--- config.mk ---
export PLATFORM = sky130hd
export DESIGN_NAME = video_pattern_gen
export DESIGN_NICKNAME = d
export VERILOG_FILES = /design/src/rtl/video_pkg.sv /design/src/rtl/video_box_mover.sv /design/src/rtl/video_pattern_gen.sv
export SDC_FILE = /design/constraint.sdc
export NUM_CORES = 1
export LEC_CHECK = 0
export ABC_AREA = 1
export BUFFER_PORTS_ARGS = -buffer_cell sky130_fd_sc_hd__buf_2
export CORE_MARGIN = 3
export CORE_UTILIZATION = 60
export CTS_BUF_LIST = sky130_fd_sc_hd__clkbuf_4 sky130_fd_sc_hd__clkbuf_8 sky130_fd_sc_hd__clkbuf_16
export DETAILED_ROUTE_END_ITERATION = 10
export GPL_TIMING_DRIVEN = 0
export PLACE_DENSITY = 0.88
export SETUP_SLACK_MARGIN = 0.1
export SLEW_MARGIN = 20
export SYNTH_ARGS = -nofsm -noshare
export SYNTH_HDL_FRONTEND = slang
export SYNTH_SLANG_ARGS = --single-unit
--- constraint.sdc ---
create_clock -name pixel_clk -period 4.06 [get_ports pixel_clk]
set_clock_uncertainty 0.15 [all_clocks]
set_input_delay 0.812 -clock pixel_clk [delete_from_list [all_inputs] [get_ports pixel_clk]]
set_output_delay 0.812 -clock pixel_clk [all_outputs]
set_load 0.02 [all_outputs]
--- src/rtl/video_pkg.sv ---
// Shared encodings for the video test-pattern generator: mode codes,
// frame-counter width and the 3-bit colour-bar table.
package video_pkg;

   typedef enum logic [1:0] {
      MODE_BARS  = 2'd0,
      MODE_CHECK = 2'd1,
      MODE_RAMP  = 2'd2,
      MODE_BOX   = 2'd3
   } mode_t;

   localparam int FRAME_CNT_W = 16;
   localparam int BAR_IDX_W   = 3;
   localparam int POS_W       = 13;

   // {R,G,B} one bit per channel; expanded to full scale by replication
   function automatic logic [2:0] bar_code(input logic [BAR_IDX_W-1:0] idx);
      logic [2:0] code;
      // NOTE: defaulting first keeps combinational functions latch-free
      code = 3'b000;
      case (idx)
         3'd0: code = 3'b111;   // white
         3'd1: code = 3'b110;   // yellow
         3'd2: code = 3'b011;   // cyan
         3'd3: code = 3'b010;   // green
         3'd4: code = 3'b101;   // magenta
         3'd5: code = 3'b100;   // red
         3'd6: code = 3'b001;   // blue
         default: code = 3'b000; // black
      endcase
      return code;
   endfunction

endpackage

--- src/rtl/video_box_mover.sv ---
// Bouncing-box position state: moves BOX_STEP per axis on each frame_end
// strobe and reflects off the active-area edges.
module video_box_mover
   import video_pkg::*;
#(
   parameter int H_DISP   = 1920,
   parameter int V_DISP   = 1080,
   parameter int BOX_SIZE = 64,
   parameter int BOX_STEP = 4
) (
   input  logic             pixel_clk,
   input  logic             sys_rst,
   input  logic             frame_end,
   output logic [POS_W-1:0] box_x,
   output logic [POS_W-1:0] box_y
);

   localparam int AW = POS_W + 2;
   localparam logic [AW-1:0] STEP_A = AW'(BOX_STEP);
   localparam logic [AW-1:0] SIZE_A = AW'(BOX_SIZE);
   localparam logic [AW-1:0] LIM_X  = AW'(H_DISP);
   localparam logic [AW-1:0] LIM_Y  = AW'(V_DISP);

   logic             dir_x_neg, dir_y_neg;
   logic             next_dx, next_dy;
   logic [POS_W-1:0] next_x, next_y;

   // Returns {direction_negative, position} after one frame step
   function automatic logic [POS_W:0] next_axis(input logic [POS_W-1:0] pos,
                                                input logic             neg,
                                                input logic [AW-1:0]    limit);
      logic [AW-1:0]    pos_a;
      logic [POS_W-1:0] res;
      logic             dir;
      pos_a = AW'(pos);
      res   = pos;
      dir   = neg;
      if (!neg) begin
         if (pos_a + STEP_A + SIZE_A > limit) begin
            res = POS_W'(limit - SIZE_A);
            dir = 1'b1;
         end else begin
            res = POS_W'(pos_a + STEP_A);
         end
      end else begin
         if (pos_a < STEP_A) begin
            res = '0;
            dir = 1'b0;
         end else begin
            res = POS_W'(pos_a - STEP_A);
         end
      end
      return {dir, res};
   endfunction

   always_comb begin
      {next_dx, next_x} = next_axis(box_x, dir_x_neg, LIM_X);
      {next_dy, next_y} = next_axis(box_y, dir_y_neg, LIM_Y);
   end

   always_ff @(posedge pixel_clk or posedge sys_rst) begin
      if (sys_rst) begin
         box_x     <= '0;
         box_y     <= '0;
         dir_x_neg <= 1'b0;
         dir_y_neg <= 1'b0;
      end else if (frame_end) begin
         // NOTE: non-blocking so all four updates see the pre-edge state
         box_x     <= next_x;
         box_y     <= next_y;
         dir_x_neg <= next_dx;
         dir_y_neg <= next_dy;
      end
   end

endmodule

--- src/rtl/video_pattern_gen.sv ---
// Multi-mode test-pattern source (bars/checker/ramp/box), 2-cycle latency.
// Define VIDEO_PATTERN_BORDER_EN to add a 1-pixel white border over every mode.
module video_pattern_gen
   import video_pkg::*;
#(
   parameter int H_DISP     = 1920,
   parameter int V_DISP     = 1080,
   parameter int COLOR_W    = 8,
   parameter int NUM_BARS   = 8,
   parameter int CHECK_LOG2 = 6,
   parameter int BOX_SIZE   = 64,
   parameter int BOX_STEP   = 4
) (
   input  logic                   pixel_clk,
   input  logic                   sys_rst,
   input  logic [POS_W-1:0]       pixel_xpos,
   input  logic [POS_W-1:0]       pixel_ypos,
   input  logic                   pixel_de_in,
   input  logic [1:0]             mode_sel,
   output logic [3*COLOR_W-1:0]   pixel_data,
   output logic                   pixel_de_out,
   output logic [FRAME_CNT_W-1:0] frame_cnt
);

   localparam int BAR_W = H_DISP / NUM_BARS;
   localparam logic [POS_W-1:0]     BAR_LAST    = POS_W'(BAR_W - 1);
   localparam logic [BAR_IDX_W-1:0] BAR_IDX_MAX = BAR_IDX_W'(NUM_BARS - 1);
   localparam logic [POS_W-1:0]     X_LAST      = POS_W'(H_DISP - 1);
   localparam logic [POS_W-1:0]     Y_LAST      = POS_W'(V_DISP - 1);

   logic first_pixel, frame_end;
   logic [POS_W-1:0] box_x, box_y;

   logic [POS_W-1:0]     bar_cnt, bar_cnt_eff;
   logic [BAR_IDX_W-1:0] bar_idx, bar_idx_eff;

   mode_t                active_mode;
   logic                 s1_de, s1_chk, s1_in_box;
   logic [BAR_IDX_W-1:0] s1_bar;
   logic [COLOR_W-1:0]   s1_ramp;
   logic                 in_box;
   logic [2:0]           code;
   logic [3*COLOR_W-1:0] colour;
`ifdef VIDEO_PATTERN_BORDER_EN
   logic                 s1_border;
`endif

   assign first_pixel = pixel_de_in && (pixel_xpos == '0) && (pixel_ypos == '0);
   assign frame_end   = pixel_de_in && (pixel_xpos == X_LAST) && (pixel_ypos == Y_LAST);

   video_box_mover #(
      .H_DISP   (H_DISP),
      .V_DISP   (V_DISP),
      .BOX_SIZE (BOX_SIZE),
      .BOX_STEP (BOX_STEP)
   ) u_box (
      .pixel_clk (pixel_clk),
      .sys_rst   (sys_rst),
      .frame_end (frame_end),
      .box_x     (box_x),
      .box_y     (box_y)
   );

   // Column 0 restarts the bar count regardless of what the last line left behind
   always_comb begin
      bar_cnt_eff = (pixel_xpos == '0) ? '0 : bar_cnt;
      bar_idx_eff = (pixel_xpos == '0) ? '0 : bar_idx;
      in_box = ({1'b0, pixel_xpos} >= {1'b0, box_x}) &&
               ({1'b0, pixel_xpos} <  {1'b0, box_x} + (POS_W+1)'(BOX_SIZE)) &&
               ({1'b0, pixel_ypos} >= {1'b0, box_y}) &&
               ({1'b0, pixel_ypos} <  {1'b0, box_y} + (POS_W+1)'(BOX_SIZE));
   end

   always_ff @(posedge pixel_clk or posedge sys_rst) begin
      if (sys_rst) begin
         bar_cnt <= '0;
         bar_idx <= '0;
      end else if (pixel_de_in) begin
         if (bar_cnt_eff == BAR_LAST) begin
            bar_cnt <= '0;
            bar_idx <= (bar_idx_eff == BAR_IDX_MAX) ? BAR_IDX_MAX
                                                    : bar_idx_eff + BAR_IDX_W'(1);
         end else begin
            bar_cnt <= bar_cnt_eff + POS_W'(1);
            bar_idx <= bar_idx_eff;
         end
      end
   end

   // Stage 1: register DE, per-pixel region decode, mode latch, frame count
   always_ff @(posedge pixel_clk or posedge sys_rst) begin
      if (sys_rst) begin
         s1_de       <= 1'b0;
         s1_chk      <= 1'b0;
         s1_in_box   <= 1'b0;
         s1_bar      <= '0;
         s1_ramp     <= '0;
         active_mode <= MODE_BARS;
         frame_cnt   <= '0;
`ifdef VIDEO_PATTERN_BORDER_EN
         s1_border   <= 1'b0;
`endif
      end else begin
         s1_de     <= pixel_de_in;
         s1_chk    <= pixel_xpos[CHECK_LOG2] ^ pixel_ypos[CHECK_LOG2];
         s1_in_box <= in_box;
         s1_bar    <= bar_idx_eff;
         s1_ramp   <= COLOR_W'(pixel_xpos);
`ifdef VIDEO_PATTERN_BORDER_EN
         s1_border <= (pixel_xpos == '0) || (pixel_xpos == X_LAST) ||
                      (pixel_ypos == '0) || (pixel_ypos == Y_LAST);
`endif
         if (first_pixel)
            active_mode <= mode_t'(mode_sel);
         if (frame_end)
            frame_cnt <= frame_cnt + FRAME_CNT_W'(1);
      end
   end

   always_comb begin
      case (active_mode)
         MODE_BARS:  code = bar_code(s1_bar);
         MODE_CHECK: code = s1_chk ? 3'b000 : 3'b111;
         MODE_BOX:   code = s1_in_box ? 3'b100 : 3'b001;
         default:    code = 3'b000;
      endcase
      colour = {{COLOR_W{code[2]}}, {COLOR_W{code[1]}}, {COLOR_W{code[0]}}};
      if (active_mode == MODE_RAMP)
         colour = {3{s1_ramp}};
`ifdef VIDEO_PATTERN_BORDER_EN
      if (s1_border)
         colour = '1;
`endif
   end

   // Stage 2: register colour, blanked whenever the aligned DE is low
   always_ff @(posedge pixel_clk or posedge sys_rst) begin
      if (sys_rst) begin
         pixel_data   <= '0;
         pixel_de_out <= 1'b0;
      end else begin
         pixel_data   <= s1_de ? colour : '0;
         pixel_de_out <= s1_de;
      end
   end

endmodule

==> impl_metrics.ini, run 1 <==
[yosys]
synth_top_family_by_area = simple AND/OR/NAND/NOR gates
yosys.area_share.simple_pct = 30.69
ys_async_sr_fraction_pct = 100.0
synth_xor_area_share_pct = 5.565
synthMuxAreaShare_pct = 0
synth-main-ff-cell = dfrtp_1
synthesis.area_sq_um = 7082
syn-num-nets = 1000
netlist_instances = 915
yosysWarnings = 0
synth_compound_area_share_pct = 11.43
synth_seq_cells = 97
synth_cell_type_count = 54
seq_area_frac_synth_pct = 34.28
syn_avg_cell_area_sq_um = 7.740
synth_edf_count = 0
synth_fa_ha_area_share_pct = 9.541

[timing]
period_needed_ps = 2864
slew_viol_final = 0
hold_slack_ps = 311.4
clock.fmax_mhz = 349.1
worstMarginPinSlew_ps = 858.9
finalHoldViolCount = 0
finalSetupViolCount = 0
rsz0062_at_grt = no
relSlewSlack_pct = 42.30
period_share_pct = 70.55
setup_tns_ps = 0

[clocking]
ctsResizeCount = 0
cts_buffer_depth = 2
postCtsHoldBufs = 0
clk_latency_ps = 350
cts_setup_buffers = 0
cts.clk_slew.worst_paths_ps = 70
cts-root-buf = clkbuf_16
h-tree-depth = 3
cts_tree = built
numCtsBuffers = 9
clkSinkCount = 97

[power_and_ir_drop]
irDropWorstVdd_uv = 321.6
power_density_nw_per_um2 = 286.0
p_leak_uw = 0.004023

[floorplan]
io_pins = 72
placementRows = 39
start_util_pct = 61.76
die_w_um = 114.6
die_area_sq_um = 13140
die_y_um = 114.6
fp.coreArea_sq_um = 11470

[setup_path]
critPathRequiredTime_ps = 4150
critPathSlowestCell = dfrtp_1
path_cells = ha_1, nand2_1, nor2_4, nand2_1, nand2_1, inv_1, ha_1, nand3_1, nor2_4, nor2_1, nand2_1, a21oi_2, nand3_2, nand3_4, nand2_2
critPathKind = flip-flop to flip-flop
cp_max_fo = 9
path_delay_family = simple AND/OR/NAND/NOR gates
path_common_cell = nand2_1
end_kind = flip-flop
cpPeakStageDelay_ps = 540
crit_buf_inv = 1
crit_path_start_kind = flip-flop
cp.arrival_ps = 2960

[final_layout]
fin_cells = 1147
fin_nets = 1083
drive_gt1_share_pct = 18.74
area_delta_synth_final_pct = 12.97
fillerInstances = 891
design_area_sq_um = 8000

[placement]
portBuffers = 71
gp_congestion = 0.9385
placed_cells = 1130
placed_area_sq_um = 7649
dp_hpwl_um = 13270

[run_status]
status = finished, final reports clean

[detailed_routing]
first_iter_violations = 625
ant_nets = 0
dr.pass1.iters = 6
viasPerCell = 5.720
wl_um = 17610
drc = 0
post_drt_wl_per_cell_um = 15.35
vias = 6561

[global_routing]
grt_pass1_vias = 6205
grt_max_degree = 57
overflow = 0
grt_pass1_wl_um = 29120
grt_antenna_before_repair = 1
grt.total_usage_pct = 27.54

[flow_run]
drv_cap = 0

[hold_path]
hp-class = primary input to asynchronous set/reset pin
## cell usage in the layout (no fill, tap or decap), types with 6 or more instances in the layout
cell,synthesis,routed
a21oi_1,50,50
a21oi_2,6,6
buf_2,4,75
buf_4,10,10
clkbuf_16,0,9
dfrtp_1,97,97
ha_1,54,54
inv_1,103,102
inv_2,11,11
nand2_1,176,176
nand2_2,20,20
nand3_1,58,58
nand3_2,14,14
nand4_1,26,26
nor2_1,84,84
nor3_1,23,23
nor4_1,7,7
o21ai_0,44,44
o21ai_1,10,10
o22ai_1,7,7
xnor2_1,7,7
xor2_1,38,38
## per-layer routing
| metal | vias to the layer above | track usage [%] | share of wire, % |
|---|---|---|---|
| met2 | 233 | 46.18 | 49 |
| met4 | 0 | 10.93 | 2.1 |
| met5 | - | 0 | 0 |
| met3 | 35 | 3.753 | 6.1 |
| li1 | 3213 | - | - |
| met1 | 3080 | 35.97 | 43 |
## metrics by stage
step	total power [uW]	util, %	setup slack (ps)
floorplan	1210	-	564.3
detailed placement	1297	66.70	915.9
CTS	2296	69.74	1255
finish	2288	69.77	1196
global route	2370	69.77	979.9
global placement	1281	66.42	-492.4
## sequential cells by signal, summed over array words and instances, names as in the netlist
name / cells
s1_bar: 3
pixel_data: 24
u_box.box_y: 11
u_box.dir_x_neg: 1
pixel_de_out: 1
s1_de: 1
s1_chk: 1
active_mode: 2
s1_in_box: 1
frame_cnt: 16
u_box.dir_y_neg: 1
s1_ramp: 8
bar_cnt: 13
bar_idx: 3
u_box.box_x: 11
## final timing paths
check                                                start                    endpoint  slack, ps  depth (start not counted)
max in group asynchronous                          sys_rst  u_box.box_x[9]$_DFFE_PP0P_       2870                          3
worst min-delay path                               sys_rst    frame_cnt[9]$_DFFE_PP0P_        310                          2
min in group pixel_clk              bar_idx[0]$_DFFE_PP0P_      bar_idx[0]$_DFFE_PP0P_        330                          2
worst min register to register      bar_idx[0]$_DFFE_PP0P_      bar_idx[0]$_DFFE_PP0P_        330                          2
worst max-delay path            u_box.box_y[2]$_DFFE_PP0P_  u_box.box_y[5]$_DFFE_PP0P_       1200                         15
worst max register to register  u_box.box_y[2]$_DFFE_PP0P_  u_box.box_y[5]$_DFFE_PP0P_       1200                         15
## report_power, final
group | switching (uW) | total [uW] | internal, uW
sequential | 33.2 | 1040 | 1010
combinational | 152 | 241 | 89.1
clock | 398 | 1010 | 610
## synthesized netlist by cell type, types with 11 or more instances
master	number	area share, %
nand3_2	14	2.0
nand2_1	176	9.3
o21ai_0	44	3.1
xor2_1	38	4.7
nand2_2	20	1.8
nand4_1	26	2.3
inv_2	11	0.58
ha_1	54	9.5
nor3_1	23	1.6
nor2_1	84	4.5
nand3_1	58	4.1
dfrtp_1	97	34
inv_1	103	5.5
a21oi_1	50	3.5
## area by class of cell
type | count | area, sq um | area share (%)
diodes | 1 | 2.502 | 0.03128
plain buffers | 24 | 163.9 | 2.049
clock buffers | 9 | 225.2 | 2.815
clock inverters | 7 | 123.9 | 1.548
inverters | 116 | 442.9 | 5.536
multi-input cells | 678 | 4053 | 50.66
flip-flops and latches | 97 | 2427 | 30.34
well taps | 143 | 178.9 | 2.236
repair buffers | 72 | 382.9 | 4.786
## cells by family after synthesis
logic type / after synthesis
buffers and inverters: 140
AND/OR/NAND/NOR: 439
adder cells (fa/ha/maj): 54
flip-flops: 97
XOR/XNOR: 45
AO/OA/AOI/OAI: 140
Note: power is estimated with default switching activity, not from simulation.
==> inputs of run 2 (changes only) <==
Settings changed: CORE_UTILIZATION 60 to 55, PLACE_DENSITY 0.88 to 0.85.
Clock period 4.06 ns to 2.5 ns, I/O delays scaled along.
==> impl_metrics.ini, run 2 (same netlist as run 1, synthesis figures left out) <==
[run_status]
status = finished, final reports clean

[global_routing]
grt_antenna_before_repair = 0
overflow = 0
grt_pass1_wl_um = 29030
grt.total_usage_pct = 25.05
grt_pass1_vias = 6150
grt_max_degree = 34

[final_layout]
design_area_sq_um = 8419
largest_register_ffs = 24
top_regs = pixel_data: 24 flops, frame_cnt: 16 flops, bar_cnt: 13 flops
final_cell_mix = 167 x nand2_1, 99 x inv_1, 91 x dfrtp_1, 82 x nor2_1, 74 x buf_2
finish.utilization_pct = 68.38
top_register = pixel_data
diodes = 0
drive_gt1_share_pct = 24.13
area_delta_synth_final_pct = 18.89
fin_nets = 1112
layout_commonest_cell = nand2_1

[power_and_ir_drop]
swShare_pct = 27.78
p_leak_uw = 0.004146
irDropWorstVdd_uv = 267.4
power_density_nw_per_um2 = 407.2
p_comb_share_pct = 11.7
p_total_uw = 3428
internal_power_uw = 2476
p_seq_share_pct = 49.2
pwr-share-clk_pct = 39.1
p_sw_uw = 952.3

[setup_path]
critPathSlowestCell = dfrtp_2
path_delay_family = simple AND/OR/NAND/NOR gates
r2r_setup_slack_ps = 90
r2r_end = u_box.box_x[10]$_DFFE_PP0P_
cp_max_fo = 5
crit_path_start_kind = flip-flop
path_cells = buf_6, inv_1, ha_1, nand2_1, nor2_1, nand2_1, nor2_2, nand3b_1, o21ai_0, o22ai_1, nor2_1, a21oi_2
critPathRequiredTime_ps = 2600
r2r_cells = 12
cp.arrival_ps = 2510
reg2reg_from = u_box.box_x[2]$_DFFE_PP0P_
critPathKind = flip-flop to flip-flop
crit_buf_inv = 2
cpPeakStageDelay_ps = 450
end_kind = flip-flop

[flow_run]
drv_cap = 0

[clocking]
cts.clk_slew.worst_paths_ps = 70
clk_latency_ps = 360
clkSinkCount = 97
numCtsBuffers = 9
cts-root-buf = clkbuf_16
cts_tree = built
cts_buffer_depth = 2
h-tree-depth = 3

[hold_path]
hp-class = primary input to flip-flop
whs_endpoint = s1_de$_DFF_PP0_
holdCritStartpoint = pixel_de_in
hold_depth = 1

[timing]
setup_tns_ps = 0
finalSetupViolCount = 0
slew_viol_final = 0
clock.fmax_mhz = 414.7
worstMarginPinSlew_ps = 870.6
relSlewSlack_pct = 41.52
period_needed_ps = 2411
finalHoldViolCount = 0
period_share_pct = 96.46
hold_slack_ps = 125.6
rsz0062_at_grt = yes

[floorplan]
die_y_um = 119.5
placementRows = 40
die_w_um = 119.5
io_pins = 72
start_util_pct = 57.52
fp.coreArea_sq_um = 12310
die_area_sq_um = 14270

[placement]
dp_hpwl_um = 13020
portBuffers = 71
placed_area_sq_um = 7711
gp_congestion = 0.9307

[detailed_routing]
drc = 0
dr.pass1.iters = 6
ant_nets = 0
viasPerCell = 5.653
first_iter_violations = 794
vias = 6784
post_drt_wl_per_cell_um = 15.46
wl_um = 18550
[run 2: worst max path at each step]
stage                                from                     endpoint  depth (start not counted)
6_report       u_box.box_x[2]$_DFFE_PP0P_  u_box.box_x[10]$_DFFE_PP0P_                         12
5_1_grt        u_box.box_x[2]$_DFFE_PP0P_  u_box.box_x[10]$_DFFE_PP0P_                         12
4_1_cts        u_box.box_y[2]$_DFFE_PP0P_   u_box.box_y[3]$_DFFE_PP0P_                         15
3_5_place_dp                pixel_xpos[6]       bar_cnt[8]$_DFFE_PP0P_                         16
3_3_place_gp                pixel_xpos[6]       bar_cnt[8]$_DFFE_PP0P_                         16
2_1_floorplan  u_box.box_y[2]$_DFFE_PP0P_   u_box.box_y[3]$_DFFE_PP0P_                         15
[run 2: final cells by class]
cell class | count | area, sq um
fillers | 965 | 3892
plain buffers | 24 | 185.2
multi-input cells | 678 | 4235
repair buffers | 101 | 631.9
well taps | 168 | 210.2
clock buffers | 10 | 232.7
flip-flops and latches | 97 | 2435
inverters | 116 | 446.7
clock inverters | 6 | 42.54
[run 2: power groups by stage]
stage                     clock (uW)  combinational, uW  sequential (uW)
after CTS                       1350                396             1680
after global routing            1420                453             1700
final                           1340                401             1690
after global placement             0                369             1710
after detailed placement           0                391             1710
after floorplan                    0                245             1720
[run 2: per-stage QoR]
stage | worst slack (ps) | std cells
after floorplan | 101.8 | 915
after global placement | -286.1 | 1154
after detailed placement | -315.2 | 1157
after CTS | 90.59 | 1179
after global routing | -14.32 | 1200
final | 88.50 | 1200
[run 2: per-layer routing]
| layer | vias up | GRT usage (%) | part of all wire (%) |
|---|---|---|---|
| met1 | 3122 | 33.49 | 42 |
| met4 | 0 | 10.95 | 3.2 |
| met5 | - | 0 | 0 |
| li1 | 3271 | - | - |
| met3 | 64 | 4.274 | 7.7 |
| met2 | 327 | 40.08 | 47 |
[run 2: what timing repair did]
| action | in CTS | in global routing |
|---|---|---|
| endpoints found under the setup margin | 22 | 36 |
| endpoints found under the hold margin | 5 | 0 |
| pin swaps | 3 | 21 |
| gates resized for setup | 10 | 49 |
| buffers inserted | 5 | 21 |
| hold buffers | 1 | 0 |
==> inputs of run 3 (changes only) <==
Settings changed: PLACE_DENSITY 0.85 to 0.78.
==> impl_metrics.ini, run 3 (same netlist as run 1, synthesis figures left out) <==
[timing]
layout_setup_ws_ps = 137.9
worstMarginPinSlew_ps = 1023
setup_tns_ps = 0
relSlewSlack_pct = 31.24
finalHoldViolCount = 0
period_share_pct = 94.49
clock.fmax_mhz = 423.3
finalSetupViolCount = 0
hold_slack_ps = 133.0
slew_viol_final = 0
period_needed_ps = 2362
rsz0062_at_grt = yes

[final_layout]
top_regs = pixel_data: 24 flops, frame_cnt: 16 flops, bar_cnt: 13 flops
diodes = 0
fin_nets = 1111
fin_cells = 1198
final_cell_mix = 164 x nand2_1, 97 x inv_1, 91 x dfrtp_1, 80 x nor2_1, 74 x buf_2
layout_commonest_cell = nand2_1
drive_gt1_share_pct = 24.76
area_delta_synth_final_pct = 19.49
largest_register_ffs = 24
fillerInstances = 1041
top_register = pixel_data
design_area_sq_um = 8462

[hold_path]
hp-class = primary input to flip-flop
holdCritStartpoint = pixel_de_in

[detailed_routing]
viasPerCell = 5.512
wl_met2_um = 8580
ant_nets = 0
first_iter_violations = 554
vias = 6603
wl_met1_um = 8252
top_layer_used = met4
wl_met3_um = 1150
wl_um = 18440
post_drt_wl_per_cell_um = 15.39
dr.pass1.iters = 6
drc = 0

[power_and_ir_drop]
irDropWorstVdd_uv = 266.3
power_density_nw_per_um2 = 419.0
p_leak_uw = 0.004134

[global_routing]
grt_antenna_before_repair = 0
grt_max_degree = 33
overflow = 0
grt.total_usage_pct = 25.49
grt_pass1_vias = 6085
grt_pass1_wl_um = 29580

[clocking]
h-tree-depth = 3
cts_tree = built
clkSinkCount = 97
cts_buffer_depth = 2
clk_latency_ps = 350
cts-root-buf = clkbuf_16
cts.clk_slew.worst_paths_ps = 70
numCtsBuffers = 9

[floorplan]
placementRows = 40
start_util_pct = 57.52
die_y_um = 119.5
io_pins = 72
fp.coreArea_sq_um = 12310
die_area_sq_um = 14270
die_w_um = 119.5

[setup_path]
end_kind = flip-flop
crit_start = u_box.box_x[7]$_DFFE_PP0P_
cp_max_fo = 7
critPathRequiredTime_ps = 2630
critPathKind = flip-flop to flip-flop
cp.arrival_ps = 2490
crit_path_start_kind = flip-flop
reg2reg_from = u_box.box_x[7]$_DFFE_PP0P_

[placement]
placed_area_sq_um = 7719
portBuffers = 71
dp_hpwl_um = 13320
dpl_worst_slack_ps = -331.6
placed_cells = 1157
gp_congestion = 0.9526

[flow_run]
drv_cap = 0

[run_status]
status = finished, final reports clean
[run 3: routing by layer]
layer  vias up  track usage [%]
met2       250            41.38
li1       3264                -
met5         -                0
met1      3048            35.20
met3        41            3.134
met4         0            9.091
[run 3: final timing paths]
check                                        endpoint  cells after the start  slack, ps
min                                   s1_de$_DFF_PP0_                      1        130
max reg2reg                       s1_in_box$_DFF_PP0_                     10        140
min reg2reg                    bar_idx[0]$_DFFE_PP0P_                      2        350
max                               s1_in_box$_DFF_PP0_                     10        140
max in group asynchronous  u_box.box_y[2]$_DFFE_PP0P_                      6        780
min in group asynchronous      bar_cnt[8]$_DFFE_PP0P_                      3        520
[run 3: worst max-delay path: stages (launching register included)]
cell and delay, ps:
dfrtp_2 440, ha_1 220, nand2_2 100, nor3_2 190
xor2_1 220, ha_1 290, nand4_1 150, nor2_1 60
a211oi_1 260, nand3_1 120, nor2_1 120
[run 3: final cells by class]
class	instances	area, sq um	share of cell area, %
inverter	116	444.2	5.249
buffer	24	181.4	2.144
clock inverter	5	62.56	0.7393
multi-input combinational	678	4262	50.36
sequential	97	2435	28.77
tap	168	210.2	2.484
timing repair buffer	100	628.1	7.423
clock buffer	10	239.0	2.824
[run 3: repair_timing]
action / in CTS / in global routing
buffers inserted: 6 / 19
gates resized for setup: 10 / 56
endpoints found under the hold margin: 13 / 0
setup endpoints to repair: 26 / 34
pin swaps: 2 / 22
hold buffers: 1 / 0
[run 3: power by group]
part / total (uW) / internal (uW) / switching, uW / leakage (uW)
Combinational: 409 / 156 / 253 / 0.00276
Clock: 1450 / 806 / 642 / 0.000142
Sequential: 1690 / 1630 / 56.2 / 0.00123
[run 3: per-stage QoR]
step	utilization, %	total power [uW]
floorplan	-	1965
global placement	62.14	2087
detailed placement	62.69	2113
CTS	65.72	3552
global route	68.73	3711
finish	68.73	3546
